## src/rtl/des_hash_pkg.sv

```systemverilog
// Shared definitions for the S-box hash engine: DES S5 lookup, byte
// compression, state encoding and default initial state.
package des_hash_pkg;

  typedef enum logic [1:0] {
    ST_IDLE   = 2'd0,
    ST_ABSORB = 2'd1,
    ST_FINAL  = 2'd2,
    ST_DONE   = 2'd3
  } state_e;

  localparam logic [31:0] DEFAULT_IV = 32'h30FD17B4;

  // 8-bit byte folded to the 6-bit S-box input
  function automatic logic [5:0] c6(input logic [7:0] b);
    return {b[3] ^ b[2], b[1], b[0], b[7], b[6], b[5] ^ b[4]};
  endfunction

  // Rows packed with column 0 in the top nibble
  function automatic logic [3:0] sbox5(input logic [5:0] in);
    logic [63:0] row_bits;
    logic [3:0]  idx;
    unique case ({in[5], in[0]})
      2'd0:    row_bits = 64'h2C417AB6853FD0E9;
      2'd1:    row_bits = 64'hEB2C47D150FA3986;
      2'd2:    row_bits = 64'h421BAD78F9C5630E;
      default: row_bits = 64'hB8C71E2D6F09A453;
    endcase
    idx = 4'd15 - in[4:1];
    return row_bits[{idx, 2'b00} +: 4];
  endfunction

  function automatic logic [3:0] rotl4(input logic [3:0] v, input logic [1:0] n);
    logic [7:0] dbl;
    dbl = {v, v} << n;
    return dbl[7:4];
  endfunction

endpackage

```

## src/rtl/des_hash_round.sv

```systemverilog
// Combinational hash round: one S-box lookup of the input byte mixed into
// every state word with a neighbour shift and per-pair rotation.
module des_hash_round
  import des_hash_pkg::*;
#(
  parameter int NUM_H = 8
) (
  input  logic [4*NUM_H-1:0] h,
  input  logic [7:0]         x,
  output logic [4*NUM_H-1:0] h_next
);

  logic [3:0] s;

  assign s = sbox5(c6(x));

  always_comb begin
    h_next = '0;
    for (int i = 0; i < NUM_H; i++) begin
      h_next[4*i +: 4] = rotl4(h[4*((i+1)%NUM_H) +: 4] ^ s, 2'((i/2)%4));
    end
  end

endmodule

```

## src/rtl/des_sbox_hash_core.sv

```systemverilog
// Byte-serial S-box hash core: absorbs msg_len bytes, then FINAL_ROUNDS
// rounds over the length bytes, then holds the digest.
//
//  state  | meaning
//  IDLE   | after reset, waiting for start
//  ABSORB | accepting message bytes, one round per transfer
//  FINAL  | one round per cycle over the low bytes of msg_len
//  DONE   | digest valid, waiting for the next start
module des_sbox_hash_core
  import des_hash_pkg::*;
#(
  parameter int                 NUM_H        = 8,
  parameter int                 LEN_W        = 64,
  parameter int                 FINAL_ROUNDS = 4,
  parameter logic [4*NUM_H-1:0] IV           = DEFAULT_IV
) (
  input  logic               clk,
  input  logic               rst_n,
  input  logic               start,
  input  logic [LEN_W-1:0]   msg_len,
  input  logic               msg_valid,
  input  logic [7:0]         msg_byte,
  output logic               msg_ready,
  output logic               busy,
  output logic               hash_ready,
  output logic [4*NUM_H-1:0] digest
);

  localparam logic [1:0] IDLE   = ST_IDLE;
  localparam logic [1:0] ABSORB = ST_ABSORB;
  localparam logic [1:0] FINAL  = ST_FINAL;
  localparam logic [1:0] DONE   = ST_DONE;

  localparam int               RND_W    = $clog2(LEN_W/8 + 1);
  localparam logic [RND_W-1:0] LAST_RND = RND_W'((FINAL_ROUNDS > 0) ? FINAL_ROUNDS - 1 : 0);

  logic [1:0]         state;
  logic [4*NUM_H-1:0] h;
  logic [4*NUM_H-1:0] h_next;
  logic [LEN_W-1:0]   remaining;
  logic [LEN_W-1:0]   msg_len_q;
  logic [LEN_W-1:0]   len_shift;
  logic [RND_W-1:0]   round;
  logic [7:0]         round_x;

  assign msg_ready = (state == ABSORB);
  assign busy      = (state == ABSORB) || (state == FINAL);

  // Single round instance; FINAL feeds it the current length byte
  assign len_shift = msg_len_q >> {round, 3'b000};
  assign round_x   = (state == FINAL) ? len_shift[7:0] : msg_byte;

  des_hash_round #(.NUM_H(NUM_H)) u_round (
    .h      (h),
    .x      (round_x),
    .h_next (h_next)
  );

  always_ff @(posedge clk) begin
    if (!rst_n) begin
      state      <= IDLE;
      h          <= IV;
      remaining  <= '0;
      msg_len_q  <= '0;
      round      <= '0;
      hash_ready <= 1'b0;
      digest     <= '0;
    end else begin
      case (state)
        IDLE, DONE: begin
          if (start) begin
            h          <= IV;
            remaining  <= msg_len;
            msg_len_q  <= msg_len;
            round      <= '0;
            hash_ready <= 1'b0;
            if (msg_len != '0) begin
              state <= ABSORB;
            end else if (FINAL_ROUNDS > 0) begin
              state <= FINAL;
            end else begin
              state      <= DONE;
              digest     <= IV;
              hash_ready <= 1'b1;
            end
          end
        end
        ABSORB: begin
          if (msg_valid) begin
            h <= h_next;
            if (remaining != '0) begin
              remaining <= remaining - 1'b1;
            end
            if (remaining == LEN_W'(1)) begin
              if (FINAL_ROUNDS > 0) begin
                state <= FINAL;
              end else begin
                state      <= DONE;
                digest     <= h_next;
                hash_ready <= 1'b1;
              end
            end
          end
        end
        FINAL: begin
          h     <= h_next;
          round <= round + 1'b1;
          if (round == LAST_RND) begin
            state      <= DONE;
            digest     <= h_next;
            hash_ready <= 1'b1;
          end
        end
        default: state <= IDLE;
      endcase
    end
  end

endmodule

```

## config.mk

```make
export PLATFORM = sky130hd
export DESIGN_NAME = des_sbox_hash_core
export DESIGN_NICKNAME = d
export VERILOG_FILES = /design/src/rtl/des_hash_pkg.sv /design/src/rtl/des_hash_round.sv /design/src/rtl/des_sbox_hash_core.sv
export SDC_FILE = /design/constraint.sdc
export NUM_CORES = 1
export LEC_CHECK = 0
export CAP_MARGIN = 20
export CORE_MARGIN = 2
export CORE_UTILIZATION = 50
export CTS_CLUSTER_DIAMETER = 100
export DETAILED_ROUTE_END_ITERATION = 6
export GPL_TIMING_DRIVEN = 0
export MAX_ROUTING_LAYER = met4
export PLACE_DENSITY = 0.7
export REMOVE_ABC_BUFFERS = 1
export SYNTH_ARGS = -nofsm -noshare
export SYNTH_HDL_FRONTEND = slang
export SYNTH_SLANG_ARGS = --single-unit
export TNS_END_PERCENT = 50
```

## constraint.sdc

```tcl
create_clock -name clk -period 5.2 [get_ports clk]
set_clock_uncertainty 0.05 [all_clocks]
set_input_delay 0.52 -clock clk [delete_from_list [all_inputs] [get_ports clk]]
set_output_delay 0.52 -clock clk [all_outputs]
set_load 0.01 [all_outputs]
```

==> run_results.csv <==
group,metric,value,unit
run,drv_cap,0,
logic_synthesis,synth_top_family_by_area,"compound AO/OA/AOI/OAI gates",
sta,rsz0062_at_grt,"false",
worst_hold_path,hold_class,"reg -> reg",
sta,drv_slew,0,
sta,max_freq,205.3,MHz
setup_path,critPathLaunch,"round[0]",
setup_path,crit_type,"reg -> reg",
grt,grt_use_total,28.36,%
sta,finalHoldViolCount,0,
setup_path,setup.worst_path.end,"h[25]",
grt,grt_overflow,0,
sta,period_share,93.66,%
setup_path,r2r_start,"round[0]",
setup_path,reg2reg_depth,13,
floorplan,ioPinCount,111,
logic_synthesis,synth-compound-area-share,29.61,%
finish,area_growth,17.90,%
setup_path,timing.rr.end,"h[25]",
setup_path,r2r_slack,330,ps
grt,antenna_found_initial,0,
logic_synthesis,yosys.area_share.simple,22.17,%
sta,fin_ws,329.8,ps
cts,cts.sinks,199,
logic_synthesis,netlist_instances,1399,
drt,routed_wl,32800,um
cts,post_cts_buffers,0,
finish,drive_gt1_share,8.897,%
logic_synthesis,synthMuxAreaShare,4.673,%
drt,ant_nets,0,
run_status,status,"finished, final reports clean",
sta,setup_viol_count_final,0,
floorplan,die_area,0.02321,mm^2
drt,drt-initial-drc-count,1198,
logic_synthesis,syn_area_per_cell,7.866,um^2
pwr,ir_worst_vdd,0.4550,mV
cts,cts_buffer_depth,2,
placement,place_congestion,0.9210,
placement,dp_cells,1697,
cts,clk_latency,460,ps
floorplan,initial_core_util,50.74,%
logic_synthesis,yosysUniqueCellTypes,76,
logic_synthesis,synthAdderAreaFrac,1.478,%
cts,ctsHoldBuffers,0,
cts,numCtsBuffers,17,
setup_path,cp.required,5490,ps
cts,cts_tree,"built",
pwr,power.total,0.008257,W
sta,maxSlewHeadroom,26.22,%
sta,tightest_slew,1102,ps
floorplan,core_area,0.02169,mm^2
logic_synthesis,ys_ff_latch,199,
drt,vias,11041,
floorplan,die_h,152.4,um
finish,diodes,0,
cts,clkTransAtPathRegs,80,ps
grt,grt_max_degree,80,
logic_synthesis,async_flop_share,0,%
placement,place_area,0.01231,mm^2
grt,grt_pass1_vias,10049,
placement,place_ws,319.6,ps
drt,vias_per_cell,6.382,
floorplan,die_x,152.4,um
logic_synthesis,synth_edf_count,0,
grt,grt_pass1_wl,52650,um
logic_synthesis,synth-xor-area-share,0.3980,%
logic_synthesis,synth-main-ff-cell,"dfxtp_1",
pwr,power_leakage,4.548,nW
finish,fin_nets,1526,
cts,cts-root-buf,"clkbuf_16",
drt,first_pass_iters,5,
worst_hold_path,min_from,"msg_len_q[46]",
logic_synthesis,yosysSeqAreaShare,36.20,%
drt,avgRoutedWirePerCell,18.96,um
floorplan,row_count,54,
placement,hpwl,22790,um
sta,fin_crit,4870,ps
logic_synthesis,syn_area,0.01100,mm^2
drt,drc,0,
setup_path,critPathArrivalTime,5160,ps
setup_path,cp_max_fo,16,
finish,stdcell_count,1730,
setup_path,end_kind,"flip-flop",
pwr,power-per-cell-area,636.4,mW/mm^2
placement,portBuffers,110,
finish,finalInstanceArea,0.01297,mm^2
cts,ctsHtreeMaxLevel,4,
logic_synthesis,ys_warn_count,0,
setup_path,start_kind,"flip-flop",
cts,cts_resized,0,
[cells in the final DEF, fill, tap and decap left out, types with 11 or more instances in the layout]
| master | n |
|---|---|
| dfxtp_1 | 198 |
| nand3_1 | 48 |
| mux2_2 | 11 |
| nand4_1 | 16 |
| a21oi_1 | 123 |
| nor3_1 | 31 |
| o21ai_0 | 89 |
| a31oi_1 | 62 |
| nor2_1 | 122 |
| o211ai_1 | 12 |
| mux4_2 | 12 |
| or3_1 | 14 |
| inv_1 | 30 |
| o221a_1 | 11 |
| o22ai_1 | 15 |
| mux2i_1 | 12 |
| a211oi_2 | 20 |
| ha_1 | 12 |
| clkdlybuf4s50_1 | 109 |
| nand2_1 | 208 |
| and2_1 | 11 |
| nor4_1 | 33 |
| clkbuf_16 | 17 |
| a22oi_1 | 12 |
| a21o_1 | 22 |
[synthesized netlist by cell type (16+ instances only)]
| library cell | n | area, um^2 |
|---|---|---|
| nand2_1 | 209 | 784.5 |
| nor3_1 | 33 | 165.2 |
| inv_1 | 31 | 116.4 |
| nand4_1 | 16 | 100.1 |
| nand3_1 | 48 | 240.2 |
| o21ai_0 | 89 | 445.4 |
| a21oi_1 | 123 | 615.6 |
| nor4_1 | 33 | 206.5 |
| dfxtp_1 | 199 | 3984 |
| a21o_1 | 22 | 165.2 |
| nor2_1 | 122 | 457.9 |
| a31oi_1 | 62 | 387.9 |
| clkbuf_1 | 66 | 247.7 |
| a211oi_2 | 19 | 237.7 |
| buf_2 | 25 | 125.1 |
[kinds of logic after synthesis]
kind of cell    count (synthesis)
simple gates                  528
compound gates                478
flops                         199
buf+inv                       141
mux                            35
fa+ha+maj                      13
xor+xnor                        5
[stage by stage]
step                hold WS (ps)  util, %  setup TNS, ps
global route               421.9    59.82              0
detailed placement         396.4    56.78              0
CTS                        407.1    59.74              0
floorplan                  382.9        -          -2534
global placement           388.5    55.21        -375430
finish                     405.6    59.82              0
[layout make-up]
type	instances	area [um^2]
Timing Repair Buffer	128	1405
Sequential cell	199	3985
Multi-Input combinational cell	1059	6467
Fill cell	1926	8715
Inverter	32	122.6
Clock buffer	17	425.4
Tap cell	280	350.3
Clock inverter	15	217.7
[sequential cells by signal (all words and copies together) (netlist names)]
signal      cells
h              32
digest         32
remaining      64
round           4
msg_len_q      64
state           2
hash_ready      1
[layer usage]
metal | track usage [%] | up-vias | routed length, um
li1 | - | 5263 | -
met1 | 36.67 | 5302 | 14460
met2 | 45.47 | 417 | 15320
met3 | 4.636 | 59 | 2189
met4 | 9.257 | 0 | 836
met5 | - | - | 0
[worst max-delay path: stages (launching register included)]
cell       delay, ps
dfxtp_1          630
buf_16           230
mux4_2           520
mux2i_1          180
xnor2_1          160
o21ai_2          350
inv_1            170
ha_1             330
o21ai_0          460
nor2_1            80
o32a_1           390
a2bb2oi_2        590
nand2_1          240
a221o_1          380
[worst min-delay path by stage]
| stage | endpoint | slack [ps] | cells after the start |
|---|---|---|---|
| 5_1_grt | msg_len_q[43] | 420 | 2 |
| 3_3_place_gp | msg_len_q[56] | 390 | 2 |
| 6_report | msg_len_q[46] | 410 | 2 |
| 3_5_place_dp | msg_len_q[43] | 400 | 2 |
| 4_1_cts | msg_len_q[40] | 410 | 2 |
| 2_1_floorplan | msg_len_q[40] | 380 | 2 |
[power by group]
part	total (W)	internal, W	switching, W
logic	0.00442	0.00164	0.00278
clock network	0.00143	0.000683	0.000748
registers	0.00240	0.00198	0.000427
(Power assumes the default switching activity.)
==> variant, RTL diff (config.mk and constraints unchanged) <==
`LEN_W`: 64 -> 128.
--- a/src/rtl/des_sbox_hash_core.sv
+++ b/src/rtl/des_sbox_hash_core.sv
@@ -10,7 +10,7 @@
   import des_hash_pkg::*;
 #(
   parameter int                 NUM_H        = 8,
-  parameter int                 LEN_W        = 64,
+  parameter int                 LEN_W        = 128,
   parameter int                 FINAL_ROUNDS = 4,
   parameter logic [4*NUM_H-1:0] IV           = DEFAULT_IV
 ) (
Interface: changed (resized msg_len); port bits go from 111 to 175. The function was not compared with the original's and may differ.
==> variant against the original RTL <==
  * Sequential cell count grew 129
  * Total power grew 55%
  * Cell area grew 66%
  * Highest routed layer unchanged
  * Largest cell class unchanged
  * Synthesized area grew 66%
  * Synthesized cell count grew 75%
  * Critical endpoint is now remaining[108]$_SDFFE_PN0P_
  * Worst setup slack lost 0.14 ns
  * Critical path type unchanged
  * Wire length grew 95%
  * Via count grew 73%
  * Combinational power grew 38%
  * Largest power group unchanged
==> variant: results (changes against the original RTL) <==
layout:
  clkbuf_count: 56  # was 17
  antenna_cells: 1  # was 0
  buffers_excl_clock: 199  # was 128
  fin_nets: 2645  # was 1,526
  clock_cell_area_share_pct: 5.81  # was 4.96%
  design_area_um2: 21600  # was 13,000 µm²
  multi_input_gates: 1894  # was 1,059
  multiInputGateArea_um2: 10800  # was 6470 µm²
  nFillCells: 3293  # was 1,926
  largestRegisters: "msg_len_q x128, remaining x128"  # was msg_len_q x64, remaining x64
  post_route_cells_drive_above_1_share_pct: 6.51  # was 8.90%
synth:
  synth.area.mux_share_pct: 4.41  # was 4.67%
  seq_area_frac_synth_pct: 36.0  # was 36.2%
  avgSynthCellArea_um2: 7.46  # was 7.87 µm²
  synth_area_leaders: "dfxtp_1 (36%), nand2_1 (9.5%), a21oi_1 (8.3%)"  # was dfxtp_1 (36%), nand2_1 (7.1%), a21oi_1 (5.6%)
  synth_commonest_cells: "nand2_1 (460), dfxtp_1 (328), a21oi_1 (302), nor2_1 (170), clkbuf_1 (148)"  # was nand2_1 (209), dfxtp_1 (199), a21oi_1 (123), nor2_1 (122), o21ai_0 (89)
  synthXorXnorAreaFrac_pct: 1.82  # was 0.398%
  synth_cell_types: 90  # was 76
critical_path:
  cpPeakStageDelay_ns: 0.88  # was 0.63 ns
  crit_fanout: 24  # was 16
  r2r_slack_ns: 0.19  # was 0.33 ns
  critPathSlowestCell: "nor4_1"  # was dfxtp_1
  arrival_ns: 5.35  # was 5.16 ns
  rr_endpoint: "remaining[108]$_SDFFE_PN0P_"  # was h[25]$_SDFFE_PN0P_
routing:
  drt_iter0_drc: 1903  # was 1,198
  wl_per_cell_um: 21.4  # was 19.0 µm
  wl_mm: 64.0  # was 32.8 mm
  detail_route.vias_per_cell: 6.41  # was 6.38
placement:
  dpl_cell_area_um2: 20300  # was 12,300 µm²
  dpl.hpwl_mm: 44.5  # was 22.8 mm
  dp_slack_ns: 0.0353  # was 0.320 ns
  portBuffers: 174  # was 110
  gp_congestion: 0.943  # was 0.921
power_and_ir_drop:
  switching_share_pct: 45.3  # was 47.9%
  p_leak_nw: 7.55  # was 4.55 nW
clock_network:
  htree_levels: 2  # was 4
  cts.sinks: 328  # was 199
  clk-insertion-delay-late_ns: 0.53  # was 0.46 ns
  cts_inserted_buffers: 38  # was 17
  cts_buffer_depth: 3  # was 2
hold_path:
  whs_endpoint: "msg_len_q[80]$_SDFFE_PN0P_"  # was msg_len_q[46]$_SDFFE_PN0P_
  hold_start: "msg_len_q[80]$_SDFFE_PN0P_"  # was msg_len_q[46]$_SDFFE_PN0P_
grt:
  met3_usage_pct: 4.27  # was 4.64%
  grt_pass1_wl_mm: 99.6  # was 52.7 mm
  met2_usage_pct: 52.7  # was 45.5%
  grt_max_degree: 127  # was 80
floorplan:
  nWellTaps: 461  # was 280
timing:
  fmax_mhz: 200  # was 205 MHz
run_status:
  status: "complete, no violations"  # unchanged
==> variant: changes by cell type after synthesis, sizes merged, moves of 48 or more <==
cell / delta
nand2: +251
nor2: +48
dfxtp: +129
a21oi: +178
clkbuf: +82
nor3: +50
==> variant: tightest hold or removal path: stages (launching register included) <==
cell	delay, ns
dfxtp_1	0.30
nand2_1	0.05
a21oi_1	0.05
==> variant: timing repair <==
item / 4_1_cts / 5_1_grt
resized for setup: 0 / 3
setup endpoints to repair: 0 / 82
setup buffers: 0 / 0
==> variant: power groups by stage <==
stage / sequential [mW] / clock [mW] / combinational (mW)
6_report: 3.97 / 2.72 / 6.12
5_1_grt: 4.06 / 2.83 / 6.70
4_1_cts: 3.94 / 2.73 / 6.00
3_5_place_dp: 3.98 / 0 / 5.97
3_3_place_gp: 3.80 / 0 / 5.39
2_1_floorplan: 3.78 / 0 / 4.17
==> variant: layer usage <==
layer	share of wire [%]	wire length [µm]
met5	0	0
met3	7.2	4600
met4	3.9	2520
met1	43	27400
met2	46	29400
